### config.mk
export PLATFORM = sky130hd
export DESIGN_NAME = crc32_word_step
export DESIGN_NICKNAME = d
export VERILOG_FILES = /design/src/rtl/onchip_mem_crc_checker_pkg.sv /design/src/rtl/onchip_mem_crc_checker_crc32_word_step.sv
export SDC_FILE = /design/constraint.sdc
export NUM_CORES = 1
export LEC_CHECK = 0
export ABC_CLOCK_PERIOD_IN_PS = 5650
export CAP_MARGIN = 40
export CORE_ASPECT_RATIO = 1.4
export CORE_MARGIN = 4
export CORE_UTILIZATION = 24
export DETAILED_ROUTE_END_ITERATION = 12
export DONT_BUFFER_PORTS = 1
export PLACE_DENSITY = 0.33
export SLEW_MARGIN = 15
export SYNTH_ARGS = -nofsm -noshare
export SYNTH_HDL_FRONTEND = slang
export SYNTH_SLANG_ARGS = --single-unit
### constraint.sdc
create_clock -name vclk -period 5.65
set_input_delay 0.565 -clock vclk [all_inputs]
set_output_delay 0.565 -clock vclk [all_outputs]
set_load 0.005 [all_outputs]
### src/rtl/onchip_mem_crc_checker_pkg.sv
// onchip_mem_crc_checker_pkg: CRC-32 constants, scan FSM states and the word-wide CRC step shared by fingerprint blocks
package onchip_mem_crc_checker_pkg;
  localparam int CRC_W = 32;
  localparam logic [CRC_W-1:0] CRC_POLY = 32'h04C11DB7;
  localparam logic [CRC_W-1:0] CRC_INIT = 32'hFFFFFFFF;
  typedef enum logic [1:0] {IDLE, READ, DRAIN, FIN} state_e;
  // Non-reflected, MSB-first: one word folded per call, fully unrolled.
  function automatic logic [CRC_W-1:0] crc32_step(input logic [CRC_W-1:0] crc, input logic [CRC_W-1:0] data);
    logic [CRC_W-1:0] c;
    c = crc;
    for (int i = CRC_W - 1; i >= 0; i--) c = {c[CRC_W-2:0], 1'b0} ^ ((c[CRC_W-1] ^ data[i]) ? CRC_POLY : '0);
    return c;
  endfunction
endpackage

### src/rtl/onchip_mem_crc_checker_crc32_word_step.sv
// crc32_word_step: combinational CRC-32 fold of one 32-bit word; crc_i, data_i in, next_crc_o out
module crc32_word_step
  import onchip_mem_crc_checker_pkg::*;
(
  input  logic [CRC_W-1:0] crc_i,
  input  logic [CRC_W-1:0] data_i,
  output logic [CRC_W-1:0] next_crc_o
);
  assign next_crc_o = crc32_step(crc_i, data_i);
endmodule

======== Yosys cells after proc, flatten, opt, wreduce, memory -nomap -nowiden ========
Index checks and enable logic that the tools add are counted.
cells by class
  shift-type cells ........................ 0
  $add $sub $neg .......................... 0
  eq/ne operators ......................... 0
  reduce and logical (&&, ||, !) cells .... 0
  divide/modulo/power cells ............... 0
  multipliers ............................. 0
  multiplexer cells ....................... 32
  order comparisons ....................... 0
  bitwise gates (word level) .............. 64
operator list
  cell            count
  $xor 32x27->32  32
  $mux 27         32
  $xor 1x1->1     32
word-level totals
  bits in registers ....................... 0
  memory bits (writable) .................. 0
  ROM bits ................................ 0
  latch bits .............................. 0
  memories ................................ 0

======== Depth between registers and ports, before layout ========
  depth in word-level cells ............... 96
  depth in mapped cells ................... 9
  depth with buffers taken out ............ 8

======== Least setup slack after synthesis ========
No wires, ideal clock.
  path type ............................... in2out
  start ................................... input port data_i[21]
  end ..................................... output port next_crc_o[10]
  arrival ................................. 3.587 ns
  data required time ...................... 5.085 ns
  path slack .............................. 1.498 ns
  buffers on the path ..................... 0
  cell stages on the path ................. 8
  cell sequence ........................... xnor2_1 xnor3_2 xor2_4 xnor3_2 xnor2_4 xnor3_2 xnor3_2 xnor3_1
between the ends
  cells in the longest elaborated chain, start to end .. 30
  elaborated cells between the ends (all ways) .. 42
  classes of those cells .................. 10 x mux; 32 x bitwise
RTL lines
  item                                           RTL line                                     RTL
  start: declaration                             onchip_mem_crc_checker_crc32_word_step.sv:6  input logic [CRC_W-1:0] data_i,
  $xor 1x1->1 *                                  onchip_mem_crc_checker_pkg.sv:11             for (int i = CRC_W - 1; i >= 0; i--) c = {c[CRC_W-2:0], 1'b0} ^ ((c[CRC_W-1] ^ data[i]) ? CRC_POLY : '0);
  $mux 27 *                                      onchip_mem_crc_checker_pkg.sv:11
  $xor 32x27->32 * (6 in a row)                  onchip_mem_crc_checker_pkg.sv:11
  $xor 1x1->1 or $xor 32x27->32 (tied branches)  onchip_mem_crc_checker_pkg.sv:11
  $mux 27 or $xor 32x27->32 (tied branches)      onchip_mem_crc_checker_pkg.sv:11
  $xor 32x27->32 * (6 in a row)                  onchip_mem_crc_checker_pkg.sv:11
  $xor 1x1->1 or $xor 32x27->32 (tied branches)  onchip_mem_crc_checker_pkg.sv:11
  $mux 27 or $xor 32x27->32 (tied branches)      onchip_mem_crc_checker_pkg.sv:11
  $xor 32x27->32 * (6 in a row)                  onchip_mem_crc_checker_pkg.sv:11
  $xor 1x1->1 or $xor 32x27->32 (tied branches)  onchip_mem_crc_checker_pkg.sv:11
  $mux 27 or $xor 32x27->32 (tied branches)      onchip_mem_crc_checker_pkg.sv:11
  $xor 32x27->32 * (4 in a row)                  onchip_mem_crc_checker_pkg.sv:11
  end: declaration                               onchip_mem_crc_checker_crc32_word_step.sv:7  output logic [CRC_W-1:0] next_crc_o
Every way passes the cells marked *; elsewhere a longest branch is shown, timed or not.

======== Worst setup path after layout ========
  start ................................... input port data_i[26]
  end ..................................... output port next_crc_o[10]
between the ends
  cells in the longest elaborated chain, start to end .. 37
  elaborated cells between the ends (all ways) .. 51
  classes of those cells .................. 12 x mux; 39 x bitwise
RTL lines
  item                           RTL line
  $xor 1x1->1 *                  onchip_mem_crc_checker_pkg.sv:11
  $mux 27 *                      onchip_mem_crc_checker_pkg.sv:11
  $xor 32x27->32 * (6 in a row)  onchip_mem_crc_checker_pkg.sv:11
  $xor 1x1->1                    onchip_mem_crc_checker_pkg.sv:11
  $mux 27                        onchip_mem_crc_checker_pkg.sv:11
  $xor 32x27->32 * (6 in a row)  onchip_mem_crc_checker_pkg.sv:11
  $xor 1x1->1                    onchip_mem_crc_checker_pkg.sv:11
  $mux 27                        onchip_mem_crc_checker_pkg.sv:11
  $xor 32x27->32 * (6 in a row)  onchip_mem_crc_checker_pkg.sv:11
  $xor 1x1->1                    onchip_mem_crc_checker_pkg.sv:11
  $mux 27                        onchip_mem_crc_checker_pkg.sv:11
  $xor 32x27->32 * (6 in a row)  onchip_mem_crc_checker_pkg.sv:11
  $xor 1x1->1                    onchip_mem_crc_checker_pkg.sv:11
  $mux 27                        onchip_mem_crc_checker_pkg.sv:11
  $xor 32x27->32 * (3 in a row)  onchip_mem_crc_checker_pkg.sv:11
Marks and branches as above.

==> impl_metrics.py <==
metrics = {
    "yosys": {
        "synth.area.mux_share": 0,
        "synth-simple-area-share": 0,
        "synth-seq-area-share": 0,
        "ys_warn_count": 0,
        "synthAdderAreaFrac": 0,
        "synth_cell_types": 13,
        "synth_top_family_by_area": "XOR/XNOR gates",
        "syn_area_per_cell_um2": 13.4,
        "synth_compound_area_frac": 0,
        "synth_fp_nets": 315,
        "synth-xor-area-share": 0.994,
        "netlist_area_um2": 3370,
        "postSynthCellCount": 251,
    },
    "floorplan": {
        "die-area_um2": 16000,
        "core_area_um2": 13800,
        "row_count": 51,
        "top_level_ports": 96,
        "die_y_um": 148,
        "initial_core_util": 0.244,
        "die_w_um": 108,
    },
    "sta": {
        "worst-slew-pin-transition_ns": 0.713,
        "maxSlewHeadroom": 0.521,
        "timing.final.crit_share": 0.868,
        "drv_slew": 0,
        "fin_crit_ns": 4.90,
        "max_freq_mhz": 204,
        "final_hold_viol_count": 0,
        "setup_viol_count_final": 0,
        "finalSetupTns_ns": 0,
        "grt_setup_unrepaired": "false",
    },
    "cts": {
        "cts_resized": 0,
        "cts_setup_buffers": 0,
        "postCtsHoldBufs": 0,
    },
    "critical_path": {
        "cp_max_fo": 7,
        "slowest_delay_ns": 0.67,
        "required_ns": 5.09,
        "crit_arrival_ns": 4.34,
        "critical_path.top_delay_family": "XOR/XNOR gates",
        "worst-path-buf-inv": 0,
        "cp_common_cell": "xnor3_1",
        "cp_cell_sequence": "xnor2_2 -> xnor2_1 -> xnor2_4 -> xnor3_2 -> xnor3_1 -> xnor3_1 -> xnor3_2 -> xnor3_1",
        "cp-start-kind": "input pin",
        "setup.worst_path.class": "input pin to output port",
        "slowest_stage": "xnor3_1",
        "cp-end-kind": "output port",
    },
    "global_routing": {
        "antenna_found_initial": 0,
        "grt_max_degree": 8,
        "grt_use_met2": 0.247,
        "use_met3": 0.00782,
        "track_usage": 0.121,
        "grt_pass1_vias": 1987,
        "top_usage_layer": "met2",
        "grt_util_met1": 0.144,
        "grt_overflow_total": 0,
        "grt_pass1_wl_mm": 14.1,
    },
    "worst_hold_path": {
        "min_to": "next_crc_o[27]",
        "hp-class": "input pin to output port",
        "min_path_cells": 5,
        "min-delay-start": "data_i[17]",
    },
    "detailed_routing": {
        "wire_per_inst_um": 22.1,
        "drt_wl_total_mm": 9.74,
        "ant_nets": 0,
        "drc_errors": 0,
        "drt-initial-drc-count": 33,
        "avgViaCountPerCell": 3.85,
        "drt_pass1_iterations": 4,
        "vias": 1695,
    },
    "layout": {
        "design.seq.count": 0,
        "diodes": 0,
        "final_cells": 440,
        "area_growth_syn_to_layout_pct": 7.71,
        "seq_area_um2": 0,
        "nFillCells": 1446,
        "nets": 321,
        "drive_above_1_share": 0.204,
        "clkbuf_count": 0,
    },
    "status": {
        "status": "finished clean",
    },
    "placement": {
        "dpl.cell_count": 440,
        "place_congestion": 0.741,
        "dpl.hpwl_mm": 8.52,
        "io_buffers": 0,
    },
    "job": {
        "maxCapViolations": 0,
    },
}
==> cells in the mapped netlist <==
library cell / instances / area [um2]
xnor2_1: 122 / 1070
xnor3_1: 41 / 923
xor2_1: 36 / 315
xnor2_2: 15 / 244
xnor3_2: 14 / 333
xnor2_4: 9 / 248
xor2_2: 6 / 97.6
xor3_1: 3 / 71.3
buf_2: 1 / 5.00
buf_6: 1 / 11.3
inv_1: 1 / 3.75
xor2_4: 1 / 27.5
xor3_2: 1 / 25.0
==> through the flow <==
step           hold slack, ns   util  worst slack [ns]  area, um2
6_report                 1.75  0.262             0.746       3630
3_5_place_dp             1.74  0.262             0.670       3630
5_1_grt                  1.86  0.262             0.547       3630
3_3_place_gp             1.77  0.262             0.653       3630
4_1_cts                  1.77  0.262             0.644       3630
2_1_floorplan            1.69      -              1.50       3370
==> layer usage <==
metal | wire length [um] | vias up | share of wire
met5 | 0 | - | 0
met4 | 0 | 0 | 0
met3 | 370 | 0 | 0.038
met2 | 5690 | 52 | 0.58
met1 | 3680 | 829 | 0.38
li1 | - | 814 | -
==> how the worst max path moves through the flow <==
stage | startpoint | to | slack, ns | cells past startpoint
after floorplan | data_i[21] | next_crc_o[10] | 1.50 | 8
after detailed placement | data_i[26] | next_crc_o[10] | 0.67 | 8
after global placement | data_i[26] | next_crc_o[10] | 0.65 | 8
after global routing | data_i[26] | next_crc_o[10] | 0.55 | 8
final | data_i[26] | next_crc_o[10] | 0.75 | 8
after CTS | data_i[26] | next_crc_o[10] | 0.64 | 8
==> cells by family (layout without fill, tap and decap cells) <==
family / Yosys count / count (layout)
buffers and inverters: 3 / 7
XOR/XNOR: 248 / 248
==> placed cells by master, fill, tap and decap left out, types with 3 or more instances in the layout <==
cell type and instances:
buf_4 6, xor2_1 36, xnor2_1 122, xnor3_1 41, xnor2_2 15, xor3_1 3
xor2_2 6, xnor3_2 14, xnor2_4 9
==> tightest hold or removal path: stages <==
cell and delay [ns]:
xnor2_1 0.07, xnor2_1 0.20, xnor2_1 0.08, xnor2_1 0.17, xnor2_1 0.10
==> area by class of cell <==
cell class | instances | area (um2) | share of cell area
inverter | 1 | 3.75 | 0.00103
multi-input combinational | 248 | 3350 | 0.923
tap | 185 | 231 | 0.0637
timing repair buffer | 6 | 45.0 | 0.0124
Power is left out: the tool's default activity adds up to more than one toggle a clock period on the data nets, which glitch-free logic cannot reach.
